`src/rtl/udp_pkt_pkg.sv`:
```
// ============================================================================
// Module      : udp_pkt_pkg
// Description : Shared constants, state encoding and ones-complement helper
//               for the UDP frame transmitter/receiver pair.
// Revision    : 1.0 - initial release
// ============================================================================
`default_nettype none

package udp_pkt_pkg;

  localparam logic [15:0] C_ETHERTYPE_IPV4 = 16'h0800;
  localparam logic [7:0]  C_VER_IHL        = 8'h45;
  localparam logic [7:0]  C_PROTO_UDP      = 8'h11;
  localparam int          C_HDR_WORDS      = 11;

  localparam int C_FLAG_SOF    = 0;
  localparam int C_FLAG_EOF    = 1;
  localparam int C_FLAG_OCC_LO = 2;
  localparam int C_FLAG_OCC_HI = 3;

  typedef enum logic [1:0] {
    ST_IDLE    = 2'd0,
    ST_HDR     = 2'd1,
    ST_PAYLOAD = 2'd2,
    ST_DISCARD = 2'd3
  } pkt_state_t;

  // End-around-carry add; a single fold suffices since the carry cannot ripple twice.
  function automatic logic [15:0] oc_add16(input logic [15:0] a, input logic [15:0] b);
    logic [16:0] s;
    s = {1'b0, a} + {1'b0, b};
    return s[15:0] + {15'd0, s[16]};
  endfunction

endpackage

`default_nettype wire

```
`src/rtl/udp_packet_receiver_ip_checksum_verify.sv`:
```
// ============================================================================
// Module      : ip_checksum_verify
// Description : Running ones-complement sum of IPv4 header halfwords; ok is
//               high when the folded sum equals 16'hFFFF.
// Revision    : 1.0 - initial release
// ============================================================================
`default_nettype none

module ip_checksum_verify
  import udp_pkt_pkg::*;
(
  input  logic        clk,
  input  logic        reset,
  input  logic        clear,
  input  logic        enab,
  input  logic [15:0] halfword,
  output logic        ok
);

  logic [15:0] r_sum;

  always_ff @(posedge clk) begin
    if (reset || clear) begin
      r_sum <= 16'd0;
    end else if (enab) begin
      r_sum <= oc_add16(r_sum, halfword);
    end
  end

  assign ok = (r_sum == 16'hFFFF);

endmodule

`default_nettype wire

```
`src/rtl/udp_packet_receiver.sv`:
```
// ============================================================================
// Module      : udp_packet_receiver
// Description : Parses Ethernet/IPv4/UDP headers from the MAC RX FIFO, filters
//               on MAC/IP/port and streams payload words to a payload FIFO.
//               Define RX_IP_CHECKSUM_EN to also verify the IPv4 header checksum.
// Revision    : 1.0 - initial release
// ============================================================================
`default_nettype none

module udp_packet_receiver
  import udp_pkt_pkg::*;
#(
  parameter logic [47:0] MY_MAC    = 48'h0037_ffff_3737,
  parameter logic [31:0] MY_IP     = 32'ha9fe_4d01,
  parameter logic [15:0] MY_PORT   = 16'h1234,
  parameter int          MAX_WORDS = 512
) (
  input  logic        clk,
  input  logic        reset,
  input  logic [3:0]  rd_flags_i,
  input  logic [31:0] rd_data_i,
  input  logic        rd_src_rdy_i,
  output logic        rd_dst_rdy_o,
  output logic [31:0] pkt_d_o,
  output logic        pkt_wr_o,
  input  logic        pkt_full_i,
  output logic        pkt_done_o,
  output logic        pkt_err_o,
  output logic [8:0]  pkt_size_o,
  output logic [15:0] drop_count_o
);

  pkt_state_t  r_state, w_state_nxt;
  logic [3:0]  r_index, w_index_nxt;
  logic        r_bad, w_bad_nxt;
  logic        r_mac_my, w_mac_my_nxt;
  logic        r_mac_bc, w_mac_bc_nxt;
  logic [15:0] r_udp_len, w_udp_len_nxt;
  logic [8:0]  r_count, w_count_nxt;
  logic [31:0] r_pkt_d, w_pkt_d_nxt;
  logic        r_pkt_wr, w_pkt_wr_nxt;
  logic        r_pkt_done, w_pkt_done_nxt;
  logic        r_pkt_err, w_pkt_err_nxt;
  logic [8:0]  r_pkt_size, w_pkt_size_nxt;
  logic [15:0] r_drop_count;
  logic        w_drop_inc, w_start, w_csum_ok;

  wire w_xfer = rd_src_rdy_i && rd_dst_rdy_o;
  wire w_sof  = rd_flags_i[C_FLAG_SOF];
  wire w_eof  = rd_flags_i[C_FLAG_EOF];
  wire [1:0] w_occ = rd_flags_i[C_FLAG_OCC_HI:C_FLAG_OCC_LO];

  assign rd_dst_rdy_o = !reset && ((r_state != ST_PAYLOAD) || !pkt_full_i);

`ifdef RX_IP_CHECKSUM_EN
  logic        w_csum_enab;
  logic [15:0] w_csum_half;

  // w3 and w8 contribute one halfword each, w4..w7 contribute both halves.
  always_comb begin
    w_csum_half = oc_add16(rd_data_i[31:16], rd_data_i[15:0]);
    if (r_index == 4'd3)      w_csum_half = rd_data_i[15:0];
    else if (r_index == 4'd8) w_csum_half = rd_data_i[31:16];
  end

  assign w_csum_enab = w_xfer && !w_sof && !w_eof && (r_state == ST_HDR) &&
                       (r_index >= 4'd3) && (r_index <= 4'd8);

  ip_checksum_verify u_csum (
    .clk      (clk),
    .reset    (reset),
    .clear    (w_xfer && w_sof),
    .enab     (w_csum_enab),
    .halfword (w_csum_half),
    .ok       (w_csum_ok)
  );
`else
  assign w_csum_ok = 1'b1;
`endif

  always_comb begin
    w_state_nxt    = r_state;
    w_index_nxt    = r_index;
    w_bad_nxt      = r_bad;
    w_mac_my_nxt   = r_mac_my;
    w_mac_bc_nxt   = r_mac_bc;
    w_udp_len_nxt  = r_udp_len;
    w_count_nxt    = r_count;
    w_pkt_d_nxt    = r_pkt_d;
    w_pkt_wr_nxt   = 1'b0;
    w_pkt_done_nxt = 1'b0;
    w_pkt_err_nxt  = 1'b0;
    w_pkt_size_nxt = r_pkt_size;
    w_drop_inc     = 1'b0;
    w_start        = 1'b0;

    if (w_xfer) begin
      case (r_state)
        ST_IDLE: w_start = w_sof;

        ST_HDR: begin
          if (w_sof) begin
            w_drop_inc = 1'b1;
            w_start    = 1'b1;
          end else if (w_eof) begin
            w_drop_inc  = 1'b1;
            w_state_nxt = ST_IDLE;
          end else begin
            w_index_nxt = r_index + 4'd1;
            if (r_index == 4'd1 &&
                !((r_mac_my && rd_data_i[31:16] == MY_MAC[15:0]) ||
                  (r_mac_bc && rd_data_i[31:16] == 16'hFFFF)))
              w_bad_nxt = 1'b1;
            if (r_index == 4'd3 &&
                (rd_data_i[31:16] != C_ETHERTYPE_IPV4 || rd_data_i[15:8] != C_VER_IHL))
              w_bad_nxt = 1'b1;
            if (r_index == 4'd5 && rd_data_i[7:0] != C_PROTO_UDP)
              w_bad_nxt = 1'b1;
            if (r_index == 4'd7 && rd_data_i[15:0] != MY_IP[31:16])
              w_bad_nxt = 1'b1;
            if (r_index == 4'd8 && rd_data_i[31:16] != MY_IP[15:0])
              w_bad_nxt = 1'b1;
            if (r_index == 4'd9) begin
              w_udp_len_nxt = rd_data_i[15:0];
              if (rd_data_i[31:16] != MY_PORT) w_bad_nxt = 1'b1;
            end
            if (r_index == 4'(C_HDR_WORDS - 1)) begin
              w_count_nxt = 9'd0;
              if (r_bad || !w_csum_ok) begin
                w_state_nxt = ST_DISCARD;
                w_drop_inc  = 1'b1;
              end else begin
                w_state_nxt = ST_PAYLOAD;
              end
            end
          end
        end

        ST_PAYLOAD: begin
          if (w_sof) begin
            // Aborted packet: report only the words already written.
            w_pkt_done_nxt = 1'b1;
            w_pkt_err_nxt  = 1'b1;
            w_pkt_size_nxt = r_count - 9'd1;
            w_drop_inc     = 1'b1;
            w_start        = 1'b1;
          end else begin
            w_pkt_wr_nxt = 1'b1;
            w_pkt_d_nxt  = rd_data_i;
            if (w_eof) begin
              w_pkt_done_nxt = 1'b1;
              w_pkt_size_nxt = r_count;
              w_pkt_err_nxt  = (w_occ != 2'b00) ||
                               (r_udp_len != ({5'd0, r_count, 2'b00} + 16'd10));
              w_drop_inc     = w_pkt_err_nxt;
              w_state_nxt    = ST_IDLE;
            end else if (r_count == 9'(MAX_WORDS - 1)) begin
              w_pkt_done_nxt = 1'b1;
              w_pkt_err_nxt  = 1'b1;
              w_pkt_size_nxt = r_count;
              w_drop_inc     = 1'b1;
              w_state_nxt    = ST_DISCARD;
            end else begin
              w_count_nxt = r_count + 9'd1;
            end
          end
        end

        ST_DISCARD: begin
          if (w_sof)      w_start     = 1'b1;
          else if (w_eof) w_state_nxt = ST_IDLE;
        end

        default: w_state_nxt = ST_IDLE;
      endcase

      if (w_start) begin
        if (w_eof) begin
          w_drop_inc  = 1'b1;
          w_state_nxt = ST_IDLE;
        end else begin
          w_state_nxt  = ST_HDR;
          w_index_nxt  = 4'd1;
          w_bad_nxt    = 1'b0;
          w_mac_my_nxt = (rd_data_i == MY_MAC[47:16]);
          w_mac_bc_nxt = (rd_data_i == 32'hFFFF_FFFF);
        end
      end
    end
  end

  always_ff @(posedge clk) begin
    if (reset) begin
      r_state      <= ST_IDLE;
      r_index      <= 4'd0;
      r_bad        <= 1'b0;
      r_mac_my     <= 1'b0;
      r_mac_bc     <= 1'b0;
      r_udp_len    <= 16'd0;
      r_count      <= 9'd0;
      r_pkt_d      <= 32'd0;
      r_pkt_wr     <= 1'b0;
      r_pkt_done   <= 1'b0;
      r_pkt_err    <= 1'b0;
      r_pkt_size   <= 9'd0;
      r_drop_count <= 16'd0;
    end else begin
      r_state    <= w_state_nxt;
      r_index    <= w_index_nxt;
      r_bad      <= w_bad_nxt;
      r_mac_my   <= w_mac_my_nxt;
      r_mac_bc   <= w_mac_bc_nxt;
      r_udp_len  <= w_udp_len_nxt;
      r_count    <= w_count_nxt;
      r_pkt_d    <= w_pkt_d_nxt;
      r_pkt_wr   <= w_pkt_wr_nxt;
      r_pkt_done <= w_pkt_done_nxt;
      r_pkt_err  <= w_pkt_err_nxt;
      r_pkt_size <= w_pkt_size_nxt;
      if (w_drop_inc && r_drop_count != 16'hFFFF)
        r_drop_count <= r_drop_count + 16'd1;
    end
  end

  assign pkt_d_o      = r_pkt_d;
  assign pkt_wr_o     = r_pkt_wr;
  assign pkt_done_o   = r_pkt_done;
  assign pkt_err_o    = r_pkt_err;
  assign pkt_size_o   = r_pkt_size;
  assign drop_count_o = r_drop_count;

endmodule

`default_nettype wire

```
`config.mk`:
```
export PLATFORM = sky130hd
export DESIGN_NAME = udp_packet_receiver
export DESIGN_NICKNAME = d
export VERILOG_FILES = /design/src/rtl/udp_pkt_pkg.sv /design/src/rtl/udp_packet_receiver_ip_checksum_verify.sv /design/src/rtl/udp_packet_receiver.sv
export SDC_FILE = /design/constraint.sdc
export NUM_CORES = 1
export LEC_CHECK = 0
export BUFFER_PORTS_ARGS = -buffer_cell sky130_fd_sc_hd__buf_2
export CORE_MARGIN = 3
export CORE_UTILIZATION = 49
export CTS_CLUSTER_DIAMETER = 80
export CTS_CLUSTER_SIZE = 16
export DETAILED_ROUTE_END_ITERATION = 10
export PLACE_DENSITY = 0.76
export SETUP_SLACK_MARGIN = 0.5
export SLEW_MARGIN = 5
export SYNTH_ARGS = -nofsm -noshare
export SYNTH_HDL_FRONTEND = slang
export SYNTH_SLANG_ARGS = --single-unit
```
`constraint.sdc`:
```
create_clock -name clk -period 2.8 [get_ports clk]
set_clock_uncertainty 0.15 [all_clocks]
set_input_delay 0.56 -clock clk [delete_from_list [all_inputs] [get_ports clk]]
set_output_delay 0.56 -clock clk [all_outputs]
set_load 0.005 [all_outputs]
```
Yosys cells after proc, flatten, opt, wreduce, memory -nomap -nowiden. Cells that the tools add are included.

$add $sub $neg: 5. Equality and inequality tests: 36. Multiplexer cells: 56. Bitwise logic cells: 4. Reductions and logical operators: 30.

Operators by type and width (number): 9-bit two-way mux (9); 32-bit by 22-bit == test with 1-bit output, second input constant (1); 32-bit == test, second input constant (1); 16-bit != test, second input constant (2); 1-bit two-way mux (29); 4-bit two-way mux (5); 2-bit two-way mux (9); 9-bit one-hot mux with 2 select lines (1); 16-bit by 1-bit adder with 16-bit output, second input constant (1); 16-bit by 14-bit == test with 1-bit output, second input constant (1); 16-bit == test, second input constant (1); 16-bit by 12-bit != test with 1-bit output (1); 16-bit by 12-bit != test with 1-bit output, second input constant (1); 16-bit by 13-bit != test with 1-bit output, second input constant (1); 16-bit by 15-bit != test with 1-bit output, second input constant (1); 8-bit AND reduction (2); 2-bit != test, second input constant (7); 11-bit by 4-bit adder with 12-bit output, second input constant (1); 4-bit == test, second input constant (3); 3-bit != test, second input constant (4); 1-bit logical AND (10); 9-bit by 1-bit adder with 9-bit output, second input constant (1); 9-bit == test, second input constant (1); 3-bit AND reduction (3); other kinds (21) (35).

Register bits: 94. Input port bits: 40. Word-level logic and storage cells: 144.

Depth between registers and ports, before layout.
Depth in word-level cells: 17. Depth in mapped cells: 14. Gate-level depth less buffers: 12.

Least setup slack after synthesis. No wires, ideal clock.

Path kind: register to register. Start point: reg r_count[1]. End point: reg r_drop_count[14] (netlist: drop_count_o[14]). Library setup time: 70 ps. Arrival time: 2845 ps. Required time: 2580 ps. Path slack: -265 ps. Stages on the path, launching flop included: 14. Path buffers: 1. Cell sequence: dfxtp_1 ha_1 nand3_1 or2_2 nor2_1 ha_1 o21bai_1 a222oi_1 o21ai_0 a41oi_1 o21ai_4 buf_6 or3_1 a21oi_1.

Word-level cells in the longest chain between the ends: 10. Elaborated cells between the ends (all ways): 12.

RTL lines: start: declaration (line udp_packet_receiver.sv:39) `logic [8:0] r_count, w_count_nxt;`; start signal: assignment (line udp_packet_receiver.sv:214) `r_count <= w_count_nxt;`; 11-bit by 4-bit adder with 12-bit output (line udp_packet_receiver.sv:154) `(r_udp_len != ({5'd0, r_count, 2'b00} + 16'd10));`; 16-bit by 12-bit != test with 1-bit output (line udp_packet_receiver.sv:154); 1-bit logical OR (line udp_packet_receiver.sv:153) `w_pkt_err_nxt = (w_occ != 2'b00) ||`; 1-bit two-way mux (*) (line udp_packet_receiver.sv:150) `if (w_eof) begin`; 1-bit two-way mux (*) (line udp_packet_receiver.sv:140) `if (w_sof) begin`; 1-bit one-hot mux with 2 select lines (*) (line udp_packet_receiver.sv:98) `case (r_state)`; 1-bit two-way mux (line udp_packet_receiver.sv:178) `if (w_eof) begin`; 1-bit two-way mux (*) (line udp_packet_receiver.sv:177) `if (w_start) begin`; 1-bit two-way mux (*) (line udp_packet_receiver.sv:97) `if (w_xfer) begin`; 1-bit logical AND (*) (line udp_packet_receiver.sv:220) `if (w_drop_inc && r_drop_count != 16'hFFFF)`; end signal: assignment (line udp_packet_receiver.sv:221) `r_drop_count <= r_drop_count + 16'd1;`; end: declaration (line udp_packet_receiver.sv:45) `logic [15:0] r_drop_count;`.

Every way passes the cells marked *; elsewhere a longest branch is shown, timed or not. A chain may end at the register's enable or synchronous reset.

Worst setup path after layout.
Start point: reg r_count[1]. End point: reg r_drop_count[13] (netlist: drop_count_o[13]).

The elaborated chain is that of the path after synthesis.

==> report_table.html <==
<table>
<tr><th>Metric</th><th>Value</th></tr>
<tr><th colspan="2">Global route</th></tr>
<tr><td>Total global-route track usage</td><td>23.6%</td></tr>
<tr><td>Remaining global-route overflow</td><td>0</td></tr>
<tr><td>Initial antenna violation count</td><td>0</td></tr>
<tr><td>Wire length of the first global-routing pass</td><td>20.2 mm</td></tr>
<tr><td>Pin count of the biggest net entering global routing</td><td>roughly 90</td></tr>
<tr><td>Vias in the first global route</td><td>4401</td></tr>
<tr><th colspan="2">Floorplanning</th></tr>
<tr><td>Core region area</td><td>8930 sq um</td></tr>
<tr><td>Die boundary width</td><td>between 100 and 150 um</td></tr>
<tr><td>Die boundary height</td><td>103 um</td></tr>
<tr><td>Io pins</td><td>101</td></tr>
<tr><td>Initial Util</td><td>51.5%</td></tr>
<tr><td>Floorplan row count</td><td>34</td></tr>
<tr><td>Die Outline Area</td><td>10600 sq um</td></tr>
<tr><th colspan="2">Timing</th></tr>
<tr><td>Setup violations, final</td><td>6</td></tr>
<tr><td>Time the final worst path needs with I/O delays and setup</td><td>2.86 ns</td></tr>
<tr><td>Final hold violations</td><td>0</td></tr>
<tr><td>Slew HR</td><td>37.9%</td></tr>
<tr><td>Fmax</td><td>350 MHz</td></tr>
<tr><td>Worst-case setup margin in the final layout</td><td>-0.0585 ns</td></tr>
<tr><td>Period utilisation layout</td><td>102%</td></tr>
<tr><td>Max-slew violation count</td><td>0</td></tr>
<tr><td>Worst slew pin tran</td><td>0.931 ns</td></tr>
<tr><td>Unrepaired setup endpoints after global routing</td><td>true</td></tr>
<tr><th colspan="2">Yosys</th></tr>
<tr><td>Dominant combinational cell family by area after synthesis</td><td>simple AND/OR/NAND/NOR gates</td></tr>
<tr><td>Top_reg_cell synth</td><td>sky130_fd_sc_hd__dfxtp_1</td></tr>
<tr><td>Distinct cell type count after synthesis</td><td>57</td></tr>
<tr><td>Fraction of synthesized area in multiplexers</td><td>4.13%</td></tr>
<tr><td>Proportion of register bits with asynchronous set or reset after synthesis</td><td>0%</td></tr>
<tr><td>Register area share after synthesis</td><td>40.9%</td></tr>
<tr><td>Post-synthesis cell type with the largest combined area</td><td>sky130_fd_sc_hd__dfxtp_1</td></tr>
<tr><td>Yosys warnings</td><td>0</td></tr>
<tr><td>Net Count, Synth</td><td>approximately 630</td></tr>
<tr><td>Synth Area in Compound Gates</td><td>16.0%</td></tr>
<tr><td>Post-Synthesis Cells</td><td>about 570</td></tr>
<tr><td>XOR/XNOR share of the synthesized area</td><td>4.19%</td></tr>
<tr><td>Leading cell types by total area after synthesis</td><td>sky130_fd_sc_hd__dfxtp_1, sky130_fd_sc_hd__nand2_1, sky130_fd_sc_hd__a21oi_1</td></tr>
<tr><td>Netlist area before placement</td><td>about 4600 sq um</td></tr>
<tr><td>Synthesized flop and latch total</td><td>94</td></tr>
<tr><td>Post-synthesis area per instance</td><td>8.03 sq um</td></tr>
<tr><td>Portion of synthesized cell area occupied by the leading cell type</td><td>40.9%</td></tr>
<tr><td>Post-synthesis share of cell area spent on full adders, half adders and majority gates</td><td>3.81%</td></tr>
<tr><td>Post-Synth Simple-Gate Area</td><td>26.5%</td></tr>
<tr><td>Post-synth EDFFs</td><td>0</td></tr>
<tr><th colspan="2">Routing</th></tr>
<tr><td>Drt total wl</td><td>12.8 mm</td></tr>
<tr><td>Routed vias/inst</td><td>5.78</td></tr>
<tr><td>Routed Antenna Nets</td><td>0</td></tr>
<tr><td>Number of remaining DRC errors</td><td>0</td></tr>
<tr><td>Number of detailed-route iterations in the first pass</td><td>4</td></tr>
<tr><td>Wire per inst</td><td>15.7 um</td></tr>
<tr><td>Routed via count</td><td>approximately 4700</td></tr>
<tr><td>Starting DRT DRC Count</td><td>210</td></tr>
<tr><th colspan="2">CTS</th></tr>
<tr><td>Clock Latency Late Sink</td><td>0.36 ns</td></tr>
<tr><td>Buffer depth of the longest clock path</td><td>2</td></tr>
<tr><td>Total number of clock tree sinks</td><td>between 90 and 100</td></tr>
<tr><td>CTS buffer count</td><td>9</td></tr>
<tr><td>CTS root buf</td><td>sky130_fd_sc_hd__clkbuf_8</td></tr>
<tr><td>CTS tree</td><td>built</td></tr>
<tr><td>Max H-tree Level</td><td>3</td></tr>
<tr><td>Hold bufs inserted after CTS</td><td>0</td></tr>
<tr><td>CTS clock-pin slew for the worst setup and hold paths</td><td>around 0.09 ns</td></tr>
<tr><th colspan="2">Power and ir drop</th></tr>
<tr><td>Power density over the cells</td><td>422 nW/um^2</td></tr>
<tr><td>Worst voltage drop across the vdd grid</td><td>283 uV</td></tr>
<tr><td>Leakage</td><td>2.46 nW</td></tr>
<tr><th colspan="2">Cells and area</th></tr>
<tr><td>Post-route non-filler standard cell count</td><td>811</td></tr>
<tr><td>Most common library cell in the layout ignoring fill and taps</td><td>sky130_fd_sc_hd__buf_2</td></tr>
<tr><td>Most used cells in the layout excluding fill and tap cells</td><td>sky130_fd_sc_hd__buf_2, sky130_fd_sc_hd__nand2_1, sky130_fd_sc_hd__dfxtp_1, sky130_fd_sc_hd__nor2_1, sky130_fd_sc_hd__a21oi_1</td></tr>
<tr><td># nets final</td><td>752</td></tr>
<tr><td>Synth-to-Final Area Change</td><td>29.2%</td></tr>
<tr><td>Count of antenna diodes in the layout</td><td>0</td></tr>
<tr><td>Post-layout instance area</td><td>roughly 6000 sq um</td></tr>
<tr><td>Share of final-layout standard cells stronger than drive strength 1</td><td>between 30% and 40%</td></tr>
<tr><th colspan="2">Setup path</th></tr>
<tr><td>Launch point of the worst path</td><td>r_count[1]</td></tr>
<tr><td>Crit Path Max Fanout</td><td>5</td></tr>
<tr><td>Classification of the worst setup path</td><td>register to register</td></tr>
<tr><td>Reg2reg start</td><td>r_count[1]</td></tr>
<tr><td>Data required time of the critical path</td><td>2.93 ns</td></tr>
<tr><td>Arrival time of data at the critical path endpoint</td><td>2.99 ns</td></tr>
<tr><td>Critical Path Source Type</td><td>register</td></tr>
<tr><td>Nature of the critical path endpoint</td><td>register</td></tr>
<tr><th colspan="2">Status</th></tr>
<tr><td>Result of the run</td><td>complete, but fails checks</td></tr>
<tr><td>Failing checks</td><td>negative setup slack</td></tr>
<tr><th colspan="2">Worst hold path</th></tr>
<tr><td>Hold path startpoint</td><td>pkt_d_o[21]</td></tr>
<tr><td>Worst min path class</td><td>register to register</td></tr>
<tr><th colspan="2">Place</th></tr>
<tr><td>HPWL after DPL</td><td>roughly 9.0 mm</td></tr>
<tr><td>Port Buffer Count</td><td>100</td></tr>
<tr><td>Weighted congestion at the end of routability-driven global placement</td><td>0.960</td></tr>
<tr><td># placed instances</td><td>777</td></tr>
<tr><td>Instance area at placement</td><td>5350 sq um</td></tr>
<tr><th colspan="2">Run</th></tr>
<tr><td># Max-Cap Violations</td><td>0</td></tr>
</table>
[flip-flops by register name (all words and copies together), names as in the netlist, 2 cells and up]
name,flops
drop_count_o,16
pkt_d_o,32
pkt_size_o,9
r_count,9
r_index,4
r_state,2
r_udp_len,16
[power breakdown]
group / switching [W] / internal, W
sequential: 0.00000293 / 0.00134
clock: 0.000479 / 0.000534
combinational: 0.0000985 / 0.0000569
total: 0.000580 / 0.00193
[cell usage after synthesis, types with 9 or more instances]
cell type,number
sky130_fd_sc_hd__a211oi_1,9
sky130_fd_sc_hd__inv_1,13
sky130_fd_sc_hd__nand3_1,18
sky130_fd_sc_hd__nor2_1,62
sky130_fd_sc_hd__o21ai_0,15
sky130_fd_sc_hd__mux2i_1,19
sky130_fd_sc_hd__nand2_1,95
sky130_fd_sc_hd__nand4_1,11
sky130_fd_sc_hd__or3_1,9
sky130_fd_sc_hd__dfxtp_1,94
sky130_fd_sc_hd__xnor2_1,15
sky130_fd_sc_hd__ha_1,14
sky130_fd_sc_hd__nor3_1,15
sky130_fd_sc_hd__clkbuf_1,26
sky130_fd_sc_hd__a21oi_1,58
[cell type report]
type | instances | area, sq um
flip-flops and latches | 94 | 1890
fillers | 764 | 2990
repair buffers | 148 | 912
multi-input cells | 432 | 2730
well taps | 108 | 135
clock buffers | 10 | 138
clock inverters | 6 | 91.3
inverters | 13 | 48.8
[metal layers]
| metal | vias up | GRT usage, % | share of wire, % |
|---|---|---|---|
| met1 | 2221 | 29.7 | 42 |
| li1 | 2256 | - | - |
| met3 | 29 | 5.75 | 7.0 |
| met4 | 0 | 6.57 | 2.2 |
| met2 | 178 | 40.5 | 49 |
| met5 | - | 0 | 0 |
[what timing repair did]
item	CTS	global route
pin swaps	12	13
gates cloned	2	0
resized for setup	28	28
setup endpoints to repair	87	88
buffers inserted	10	6
[worst max-delay path, stage by stage, from the launching register on]
cell	delay (ns)
sky130_fd_sc_hd__dfxtp_4	0.37
sky130_fd_sc_hd__ha_4	0.13
sky130_fd_sc_hd__nand3_2	0.08
sky130_fd_sc_hd__or2_4	0.25
sky130_fd_sc_hd__nor2_4	0.10
sky130_fd_sc_hd__ha_4	0.14
sky130_fd_sc_hd__o21bai_1	0.05
sky130_fd_sc_hd__a222oi_1	0.32
sky130_fd_sc_hd__o21ai_1	0.13
sky130_fd_sc_hd__a41oi_2	0.24
sky130_fd_sc_hd__o21ai_4	0.12
sky130_fd_sc_hd__buf_6	0.14
sky130_fd_sc_hd__or4_4	0.41
sky130_fd_sc_hd__a21oi_2	0.14
[cells by family after synthesis]
logic type | count (synthesis)
AOI/OAI and AO/OA | 121
xor gates and xnor gates | 22
adders and majority gates | 14
buffers and inverters | 47
DFF | 94
muxes | 19
and+or+nand+nor | 256
[worst paths after layout]
kind	to	slack (ns)	cells after the start
worst min register to register	pkt_d_o[21]	0.31	2
worst max-delay path	drop_count_o[13]	-0.06	13
worst min-delay path	pkt_d_o[21]	0.31	2
worst max register to register	drop_count_o[13]	-0.06	13
[metrics by stage]
stage	total power [W]	hold slack [ns]	setup slack (ns)	TNS, ns	utilization, %
6_report	0.00251	0.305	-0.0585	-0.210	66.5
3_3_place_gp	0.00151	0.290	-0.0185	-0.0303	59.8
2_1_floorplan	0.00144	0.292	0.0654	0	-
4_1_cts	0.00253	0.295	0.0104	0	64.7
3_5_place_dp	0.00152	0.295	-0.165	-1.80	59.8
5_1_grt	0.00260	0.304	-0.224	-2.14	66.5
No activity file was read; power rests on OpenSTA's default activity.
